`src/rtl/fisc_mem_arbiter_if.sv`:
```
// Request/response bundle between the fetch port, the load/store port and the
// single memory channel of fisc_mem_arbiter.
//   slave  : arbiter side (consumes requests, drives acks/rdata and memory strobes)
//   master : environment side (requesters plus memory model)
interface fisc_mem_arbiter_if #(
    parameter int unsigned DATA_W = 64,
    parameter int unsigned ADDR_W = 16
);
    // fetch port
    logic              if_req;
    logic [ADDR_W-1:0] if_addr;
    logic [DATA_W-1:0] if_rdata;
    logic              if_ack;
    // load/store port
    logic              ls_req;
    logic              ls_we;
    logic [ADDR_W-1:0] ls_addr;
    logic [DATA_W-1:0] ls_wdata;
    logic [DATA_W-1:0] ls_rdata;
    logic              ls_ack;
    // memory channel
    logic              mem_rd;
    logic              mem_wr;
    logic [ADDR_W-1:0] mem_addr;
    logic [DATA_W-1:0] mem_dout;
    logic [DATA_W-1:0] mem_din;

    modport slave (
        input  if_req, if_addr, ls_req, ls_we, ls_addr, ls_wdata, mem_din,
        output if_rdata, if_ack, ls_rdata, ls_ack,
        output mem_rd, mem_wr, mem_addr, mem_dout
    );

    modport master (
        output if_req, if_addr, ls_req, ls_we, ls_addr, ls_wdata, mem_din,
        input  if_rdata, if_ack, ls_rdata, ls_ack,
        input  mem_rd, mem_wr, mem_addr, mem_dout
    );
endinterface

```
`src/rtl/fisc_mem_arbiter.sv`:
```
// Two-requester memory arbiter: fetch (read-only) and load/store share one
// memory channel. Ties alternate on a last-grant flop; reads hold mem_rd for
// RD_LAT cycles and capture mem_din on the final edge; each transaction ends
// with a one-cycle ack to the granted requester. All outputs are registered.
// Ports:
//   clk      : clock, rising edge
//   reset_n  : asynchronous active-low reset
//   wait_n   : 0 blocks new grants (in-flight transaction unaffected)
//   busy     : 1 whenever the FSM is not IDLE
//   bus      : requester/memory bundle (slave modport)
module fisc_mem_arbiter #(
    parameter int unsigned DATA_W = 64,
    parameter int unsigned ADDR_W = 16,
    parameter int unsigned RD_LAT = 1      // legal 1..15
) (
    input  logic                  clk,
    input  logic                  reset_n,
    input  logic                  wait_n,
    output logic                  busy,
    fisc_mem_arbiter_if.slave     bus
);

    localparam int unsigned CNT_W = 4;

    typedef enum logic [1:0] {
        IDLE  = 2'd0,
        READ  = 2'd1,
        WRITE = 2'd2,
        RESP  = 2'd3
    } state_e;

    state_e              state_q,    state_d;
    logic [CNT_W-1:0]    cnt_q,      cnt_d;
    logic                gnt_ls_q,   gnt_ls_d;    // granted requester: 1 = load/store
    logic                last_ls_q,  last_ls_d;   // last grant: 0 = fetch
    logic                mem_rd_q,   mem_rd_d;
    logic                mem_wr_q,   mem_wr_d;
    logic [ADDR_W-1:0]   mem_addr_q, mem_addr_d;
    logic [DATA_W-1:0]   mem_dout_q, mem_dout_d;
    logic [DATA_W-1:0]   if_rdata_q, if_rdata_d;
    logic [DATA_W-1:0]   ls_rdata_q, ls_rdata_d;
    logic                if_ack_q,   if_ack_d;
    logic                ls_ack_q,   ls_ack_d;
    logic                busy_q,     busy_d;
    logic                pick_ls;

    // Next-state and registered-output logic
    always_comb begin
        state_d    = state_q;
        cnt_d      = cnt_q;
        gnt_ls_d   = gnt_ls_q;
        last_ls_d  = last_ls_q;
        mem_rd_d   = 1'b0;
        mem_wr_d   = 1'b0;
        mem_addr_d = mem_addr_q;
        mem_dout_d = mem_dout_q;
        if_rdata_d = if_rdata_q;
        ls_rdata_d = ls_rdata_q;
        if_ack_d   = 1'b0;
        ls_ack_d   = 1'b0;
        pick_ls    = 1'b0;

        case (state_q)
            IDLE: begin
                if (wait_n && (bus.if_req || bus.ls_req)) begin
                    // On a tie, load/store wins unless it was granted last
                    pick_ls    = bus.ls_req && (!bus.if_req || !last_ls_q);
                    gnt_ls_d   = pick_ls;
                    last_ls_d  = pick_ls;
                    mem_addr_d = pick_ls ? bus.ls_addr : bus.if_addr;
                    if (pick_ls && bus.ls_we) begin
                        state_d    = WRITE;
                        mem_wr_d   = 1'b1;
                        mem_dout_d = bus.ls_wdata;
                    end else begin
                        state_d  = READ;
                        mem_rd_d = 1'b1;
                        cnt_d    = CNT_W'(RD_LAT);
                    end
                end
            end
            READ: begin
                // cnt_q counts the mem_rd cycles still to run including this one
                if (cnt_q <= CNT_W'(1)) begin
                    cnt_d   = '0;
                    state_d = RESP;
                    if (gnt_ls_q) ls_rdata_d = bus.mem_din;
                    else          if_rdata_d = bus.mem_din;
                end else begin
                    cnt_d    = cnt_q - CNT_W'(1);
                    mem_rd_d = 1'b1;
                end
            end
            WRITE: begin
                state_d = RESP;
            end
            RESP: begin
                // Ack register lands as the FSM returns to IDLE, so the acked
                // requester has that IDLE cycle to drop its request
                if_ack_d = !gnt_ls_q;
                ls_ack_d = gnt_ls_q;
                state_d  = IDLE;
            end
            default: begin
                state_d = IDLE;
            end
        endcase

        busy_d = (state_d != IDLE);
    end

    // State and output registers
    always_ff @(posedge clk or negedge reset_n) begin
        if (!reset_n) begin
            state_q    <= IDLE;
            cnt_q      <= '0;
            gnt_ls_q   <= 1'b0;
            last_ls_q  <= 1'b0;
            mem_rd_q   <= 1'b0;
            mem_wr_q   <= 1'b0;
            mem_addr_q <= '0;
            mem_dout_q <= '0;
            if_rdata_q <= '0;
            ls_rdata_q <= '0;
            if_ack_q   <= 1'b0;
            ls_ack_q   <= 1'b0;
            busy_q     <= 1'b0;
        end else begin
            state_q    <= state_d;
            cnt_q      <= cnt_d;
            gnt_ls_q   <= gnt_ls_d;
            last_ls_q  <= last_ls_d;
            mem_rd_q   <= mem_rd_d;
            mem_wr_q   <= mem_wr_d;
            mem_addr_q <= mem_addr_d;
            mem_dout_q <= mem_dout_d;
            if_rdata_q <= if_rdata_d;
            ls_rdata_q <= ls_rdata_d;
            if_ack_q   <= if_ack_d;
            ls_ack_q   <= ls_ack_d;
            busy_q     <= busy_d;
        end
    end

    assign busy         = busy_q;
    assign bus.mem_rd   = mem_rd_q;
    assign bus.mem_wr   = mem_wr_q;
    assign bus.mem_addr = mem_addr_q;
    assign bus.mem_dout = mem_dout_q;
    assign bus.if_rdata = if_rdata_q;
    assign bus.if_ack   = if_ack_q;
    assign bus.ls_rdata = ls_rdata_q;
    assign bus.ls_ack   = ls_ack_q;

endmodule

```
`src/flat_wrapper.sv`:
```
// flat-port wrapper written by rule: the top's interface ports become plain ports
module fisc_mem_arbiter_flat 
#(
    parameter int unsigned DATA_W = 64,
    parameter int unsigned ADDR_W = 16,
    parameter int unsigned RD_LAT = 1                    
)
  (clk, reset_n, wait_n, busy, bus_if_req, bus_if_addr, bus_ls_req, bus_ls_we, bus_ls_addr, bus_ls_wdata, bus_mem_din, bus_if_rdata, bus_if_ack, bus_ls_rdata, bus_ls_ack, bus_mem_rd, bus_mem_wr, bus_mem_addr, bus_mem_dout);
  fisc_mem_arbiter_if #(.DATA_W(DATA_W), .ADDR_W(ADDR_W)) bus_i ();
  input  logic clk;
  input  logic reset_n;
  input  logic wait_n;
  output logic busy;
  input wire logic [$bits(bus_i.if_req)-1:0] bus_if_req;
  input wire logic [$bits(bus_i.if_addr)-1:0] bus_if_addr;
  input wire logic [$bits(bus_i.ls_req)-1:0] bus_ls_req;
  input wire logic [$bits(bus_i.ls_we)-1:0] bus_ls_we;
  input wire logic [$bits(bus_i.ls_addr)-1:0] bus_ls_addr;
  input wire logic [$bits(bus_i.ls_wdata)-1:0] bus_ls_wdata;
  input wire logic [$bits(bus_i.mem_din)-1:0] bus_mem_din;
  output wire logic [$bits(bus_i.if_rdata)-1:0] bus_if_rdata;
  output wire logic [$bits(bus_i.if_ack)-1:0] bus_if_ack;
  output wire logic [$bits(bus_i.ls_rdata)-1:0] bus_ls_rdata;
  output wire logic [$bits(bus_i.ls_ack)-1:0] bus_ls_ack;
  output wire logic [$bits(bus_i.mem_rd)-1:0] bus_mem_rd;
  output wire logic [$bits(bus_i.mem_wr)-1:0] bus_mem_wr;
  output wire logic [$bits(bus_i.mem_addr)-1:0] bus_mem_addr;
  output wire logic [$bits(bus_i.mem_dout)-1:0] bus_mem_dout;
  assign bus_i.if_req = bus_if_req;
  assign bus_i.if_addr = bus_if_addr;
  assign bus_i.ls_req = bus_ls_req;
  assign bus_i.ls_we = bus_ls_we;
  assign bus_i.ls_addr = bus_ls_addr;
  assign bus_i.ls_wdata = bus_ls_wdata;
  assign bus_i.mem_din = bus_mem_din;
  assign bus_if_rdata = bus_i.if_rdata;
  assign bus_if_ack = bus_i.if_ack;
  assign bus_ls_rdata = bus_i.ls_rdata;
  assign bus_ls_ack = bus_i.ls_ack;
  assign bus_mem_rd = bus_i.mem_rd;
  assign bus_mem_wr = bus_i.mem_wr;
  assign bus_mem_addr = bus_i.mem_addr;
  assign bus_mem_dout = bus_i.mem_dout;
  fisc_mem_arbiter #(.DATA_W(DATA_W), .ADDR_W(ADDR_W), .RD_LAT(RD_LAT)) u_core (.clk(clk), .reset_n(reset_n), .wait_n(wait_n), .busy(busy), .bus(bus_i));
endmodule
```
`config.mk`:
```
export PLATFORM = sky130hd
export DESIGN_NAME = fisc_mem_arbiter_flat
export DESIGN_NICKNAME = d
export VERILOG_FILES = /design/src/rtl/fisc_mem_arbiter_if.sv /design/src/rtl/fisc_mem_arbiter.sv /design/src/flat_wrapper.sv
export SDC_FILE = /design/constraint.sdc
export NUM_CORES = 1
export LEC_CHECK = 0
export ABC_AREA = 1
export CORE_ASPECT_RATIO = 0.75
export CORE_MARGIN = 5
export CORE_UTILIZATION = 46
export CTS_CLUSTER_DIAMETER = 50
export CTS_CLUSTER_SIZE = 16
export DETAILED_ROUTE_END_ITERATION = 8
export PLACE_DENSITY = 0.87
export SLEW_MARGIN = 25
export SYNTH_ARGS = -nofsm -noshare
export SYNTH_HDL_FRONTEND = slang
export SYNTH_SLANG_ARGS = --single-unit
```
`constraint.sdc`:
```
create_clock -name clk -period 4 [get_ports clk]
set_input_delay 0.8 -clock clk [delete_from_list [all_inputs] [get_ports clk]]
set_output_delay 0.8 -clock clk [all_outputs]
set_load 0.02 [all_outputs]
```
==> results of run 1 <==
sequential cells by signal (all words and copies together) (netlist names), 2 cells and up:
register	flops
u_core.cnt_q	4
u_core.bus.mem_dout	64
u_core.state_q	2
u_core.bus.mem_addr	16
u_core.bus.if_rdata	64
u_core.bus.ls_rdata	64
worst register-to-register path, stage by stage, from the launching register on:
cell     delay [ps]
dfrtp_1         390
inv_1           120
ha_1            200
inv_1            50
nand2_1          50
nand2_1          90
inv_2           160
nand3_4         640
buf_4           570
nand2_1         100
o21ai_0          90
metrics by stage:
| stage | total power (W) | instance area [um2] | setup slack, ps | utilization (%) | hold slack, ps |
|---|---|---|---|---|---|
| 6_report | 0.0115 | 13200 | 1440 | 71.1 | 354 |
| 5_1_grt | 0.0122 | 13200 | 1210 | 71.1 | 412 |
| 4_1_cts | 0.0116 | 13200 | 1420 | 71.1 | 371 |
| 3_5_place_dp | 0.00974 | 12600 | 1040 | 67.8 | 468 |
| 3_3_place_gp | 0.00954 | 12600 | 1140 | 67.8 | 463 |
| 2_1_floorplan | 0.00682 | 8680 | 2330 | - | 475 |
cell type report:
type                            instances  area [um2]  area share [%]
Sequential cell                       220        5510            41.8
Timing Repair Buffer                  387        3870            29.4
Multi-Input combinational cell        569        2570            19.5
Clock buffer                           23         553            4.20
Tap cell                              247         309            2.35
Inverter                               80         300            2.28
Clock inverter                          6        60.1           0.456
cell usage in the layout, fill, tap and decap left out, types with 2 or more instances in the layout:
master,synthesis,routed
o21ai_1,107,107
inv_6,0,2
nor2_1,24,24
nand2_1,278,278
clkdlybuf4s50_1,0,377
dfrtp_1,220,220
ha_1,5,5
inv_2,3,3
inv_1,77,77
nand3_1,4,4
nand3_4,0,2
clkinv_8,0,2
clkinv_2,0,2
clkbuf_16,0,21
buf_4,5,8
o21ai_0,141,141
clkbuf_8,0,2
kinds of logic (layout without fill, tap and decap cells):
logic type	count (synthesis)	count (layout)	share of synthesized area, %
simple gates	313	313	14.0
compound gates	250	250	14.5
flops	220	220	63.4
buf+inv	136	496	7.27
fa+ha+maj	5	5	0.721
xor+xnor	1	1	0.101
worst paths after layout:
kind / to / slack, ps / cells after the start
max in group asynchronous: u_core.cnt_q[0]$_DFFE_PN0P_ / 2650 / 2
setup / recovery: u_core.bus.ls_rdata[39]$_DFFE_PN0P_ / 1440 / 10
hold reg to reg: u_core.bus.mem_dout[30]$_DFFE_PN0P_ / 480 / 2
hold / removal: u_core.bus.mem_dout[33]$_DFFE_PN0P_ / 350 / 1
setup reg to reg: u_core.bus.ls_rdata[39]$_DFFE_PN0P_ / 1440 / 10
min in group clk: u_core.bus.mem_dout[30]$_DFFE_PN0P_ / 480 / 2
per-layer routing:
layer  part of all wire (%)  track usage (%)  wire, um
met1                     38             27.8      9930
met2                     49             40.7     13100
met3                    9.2             7.13      2450
met4                    3.7             8.02       988
met5                      0                0         0
report_power, final:
| part | internal, W | switching [W] | leakage, nW |
|---|---|---|---|
| clock network | 0.000998 | 0.000831 | 0.304 |
| registers | 0.00333 | 0.000602 | 2.73 |
| logic | 0.00252 | 0.00325 | 3.11 |
| total | 0.00684 | 0.00468 | 6.15 |
==> reports/summary.txt, run 1 <==
Worst-Skew Late Latency: 490 ps
CTS tree: yes
Worst EP arrival: 2920 ps
unrepaired setup endpoints after global routing: false
Post-Synthesis Cells: 925
Rel. slew slack: 40.0%
routed wire length: 26400 um
Async SR Flop Fraction: 100%
DRC violations left: 0
CP dominant cell by count: nand2_1
# Max-Cap Violations: 0
first-pass GRT wire length: 40900 um
Core Area: 18500 um2
Post-synth EDFFs: 0
Final nets: 1449
pin count of the biggest net entering global routing: 103
Final Hold Fails: 0
slowest CP cell: nand3_4
P&R area growth vs syn: 51.7%
Final Wtd Congestion: 0.871
share of post-route cells with drive strength above 1: 3.89%
GRT Resource Usage Total: 23.3%
Post-Syn Area: 8680 um2
cell taking the most area after synthesis: dfrtp_1
Crit path max-delay family: simple AND/OR/NAND/NOR gates
Root Buffer: clkbuf_16
dpl hpwl: 19000 um
post-synth net total: 1096
row count: 43
n_diodes: 0
minimum clock period after layout: 2560 ps
top post-synthesis cells by count: nand2_1, dfrtp_1, o21ai_0
syn avg cell area: 9.38 um2
Top FF cell, synth: dfrtp_1
r2r startpoint: u_core.cnt_q[0]$_DFFE_PN0P_
die area: 21700 um2
DRT Pass-1 Iters: 5
die width: 169 um
Post-CTS Setup Bufs: 0
outcome: finished clean
#FFs+latches synth: 220
initial antenna violation count: 0
CP Launch Type: flop
Worst Setup SP: u_core.cnt_q[0]$_DFFE_PN0P_
Via-to-Cell Ratio: 5.02
Post-DRT Antenna Nets: 0
global route total overflow: 0
final setup fails: 0
hold buffer count at cts: 0
critical path type: flop to flop
CTS clk-pin slew, worst paths: 70 ps
Cell Chain, Critical Path: inv_1 > ha_1 > inv_1 > nand2_1 > nand2_1 > inv_2 > nand3_4 > buf_4 > nand2_1 > o21ai_0
placed cell count: 1503
Peak VDD IR: 0.491 mV
clk_skew: 23.2 ps
number of global-route vias before repair: 7792
Initial Util: 46.9%
final std cells w/o fill: 1532
Num CTS Buffers: 20
via count: 7698
Port Buffers: 378
Leak Pwr: 6.15 nW
CP max FO: 78
crit path capture type: flop
Cell variety after synth: 21
Largest stage delay, worst path: 640 ps
max-slew violations: 0
crit path buf inv count: 4
setup TNS: 0 ps
area fraction of the dominant cell type after synthesis: 63.4%
routed len/inst: 17.3 um
post-CTS sizing: 0
clock tree buffer depth: 3
dominant cells by area after synthesis: dfrtp_1, nand2_1, o21ai_0, o21ai_1, inv_1
Num Clock Sinks: 220
Hold Crit Class: primary input to asynchronous set/reset pin
Die Ht: 129 um
IO Pins: 379
number of fill cells: 1326
H-tree levels: 1
Worst-Margin Slew: 897 ps
Tcrit/Tclk final: 64.0%
sequential share of the synthesized area: 63.4%
power per cell area: 876 nW/um2
worst path required time: 4360 ps
f_max: 0.391 GHz
1st-iter DRT viols: 544
most frequent cell after synthesis: nand2_1
Yosys Warn Count: 0
No activity file was read; power rests on OpenSTA's default activity.
==> run 2, diff against run 1 <==
- CORE_UTILIZATION: 46 -> 42
- PLACE_DENSITY: 0.87 -> 0.8
- clock period: 4 -> 2.4 ns (I/O delays scaled with it)
==> run 2 against run 1 <==
Compared with the run above:
- sequential power up 67%
- count of clock-buffer cells in the layout down 4
- combinational power up 68%
- final area up 0.75%
- via count down 1.5%
- worst setup slack worse by 1000 ps
- power up 65%
- critical path type is now flop to output port
==> reports/summary.txt, run 2 (synthesis results as in run 1) <==
outcome: finished clean
met3 wire length: 2150 um
Num Clock Sinks: 220
NetSw: 0.00774 W
Via-to-Cell Ratio: 4.89
crit path buf inv count: 1
Initial Util: 42.8%
final setup fails: 0
routed len/inst: 16.9 um
hold buffer count at cts: 1
minimum clock period after layout: 2000 ps
Root Buffer: clkbuf_16
DRT Pass-1 Iters: 6
Rel. slew slack: 65.0%
Post-DRT Antenna Nets: 0
Cell Chain, Critical Path: clkdlybuf4s50_1
sequential power share: 34.5%
post-route cell area: 13300 um2
Worst-Skew Late Latency: 480 ps
pin count of the biggest net entering global routing: 81
Final Hold Fails: 0
Worst EP arrival: 1520 ps
Area after DPL: 12700 um2
power share of the clock group: 14.6%
Crit path max-delay family: buffers and inverters
die area: 23700 um2
Core Area: 20300 um2
number of fill cells: 1655
WL met1: 10800 um
commonest non-fill, non-tap cell in the layout: clkdlybuf4s50_1
Die Ht: 134 um
Tcrit/Tclk final: 83.5%
number of global-route vias before repair: 7531
1st-iter DRT viols: 535
clock tree buffer depth: 3
dpl hpwl: 19100 um
via count: 7582
Register Area: 5510 um2
Post-CTS Setup Bufs: 0
global route total overflow: 0
Post-Route Utilization: 65.4%
Worst-Margin Slew: 524 ps
CP max FO: 2
max-slew violations: 0
Final nets: 1459
DRC violations left: 0
CTS tree: yes
setup TNS: 0 ps
Largest stage delay, worst path: 670 ps
top layer in use: met4
area of the multi-input gates: 2570 um2
Final Wtd Congestion: 0.838
worst path required time: 1920 ps
Gate power share: 50.9%
post-CTS sizing: 0
hold_ws: 484 ps
P&R area growth vs syn: 52.9%
power per cell area: 1430 nW/um2
slowest CP cell: clkdlybuf4s50_1
die width: 176 um
Num CTS Buffers: 19
H-tree levels: 1
routed wire length: 26100 um
f_max: 0.499 GHz
crit path capture type: output port
WL met2: 12500 um
initial antenna violation count: 1
unrepaired setup endpoints after global routing: false
P_int: 0.0113 W
# Max-Cap Violations: 0
Port Buffers: 378
first-pass GRT wire length: 40700 um
Sw Ratio: 40.7%
row count: 45
critical path type: flop to output port
clk_skew: 24.6 ps
IO Pins: 379
Leak Pwr: 6.18 nW
CP Launch Type: flop
GRT Resource Usage Total: 21.3%
most frequent cells in the layout: clkdlybuf4s50_1, nand2_1, dfrtp_1
CTS clk-pin slew, worst paths: 70 ps
share of post-route cells with drive strength above 1: 4.26%
Setup WS pre-CTS: 181 ps
Peak VDD IR: 0.773 mV
Final WS setup: 396 ps
Hold Crit Class: flop to flop
==> run 2: changes by cell type in the layout (fill, tap and decap cells not counted), sizes merged <==
cell	previous run	this run
buf	10	19
dlygate4sd3	0	1
clkinvlp	0	1
diode	0	1
clkinv	4	2
clkbuf	23	20
==> run 2: area by class of cell <==
type | count | area share [%]
tap | 258 | 2.43
timing repair buffer | 398 | 30.5
inverter | 80 | 2.26
clock inverter | 5 | 0.368
multi-input combinational | 569 | 19.4
clock buffer | 19 | 3.58
sequential | 220 | 41.5
antenna | 1 | 0.0189
==> run 2: worst paths after layout <==
kind	slack [ps]	endpoint	start	cells past startpoint
worst max register to register	470	u_core.bus.mem_dout[43]$_DFFE_PN0P_	u_core.state_q[0]$_DFF_PN0_	6
min in group asynchronous	560	u_core.bus.mem_dout[24]$_DFFE_PN0P_	reset_n	2
max in group asynchronous	1120	u_core.bus.if_rdata[27]$_DFFE_PN0P_	reset_n	3
worst max-delay path	400	bus_ls_rdata[1]	u_core.bus.ls_rdata[1]$_DFFE_PN0P_	1
worst min register to register	480	u_core.bus.if_rdata[24]$_DFFE_PN0P_	u_core.bus.if_rdata[24]$_DFFE_PN0P_	2
worst min-delay path	480	u_core.bus.if_rdata[24]$_DFFE_PN0P_	u_core.bus.if_rdata[24]$_DFFE_PN0P_	2
==> run 2: power groups by stage <==
stage                     clock network [W]  registers (W)  logic [W]
after floorplan                           0        0.00862    0.00275
after global placement                    0        0.00653    0.00956
after detailed placement                  0        0.00657    0.00978
after CTS                           0.00286        0.00657    0.00981
after global routing                0.00298        0.00679     0.0105
final                               0.00277        0.00656    0.00969
==> run 2: stage by stage <==
stage / instances / power, W
global route: 1550 / 0.0202
global placement: 1524 / 0.0161
detailed placement: 1524 / 0.0164
CTS: 1549 / 0.0192
finish: 1550 / 0.0190
floorplan: 925 / 0.0114
==> run 2: layer usage <==
metal	vias to the layer above	global-route usage (%)
li1	3667	-
met1	3565	28.0
met2	305	35.2
met3	45	5.68
met4	0	6.10
met5	-	0
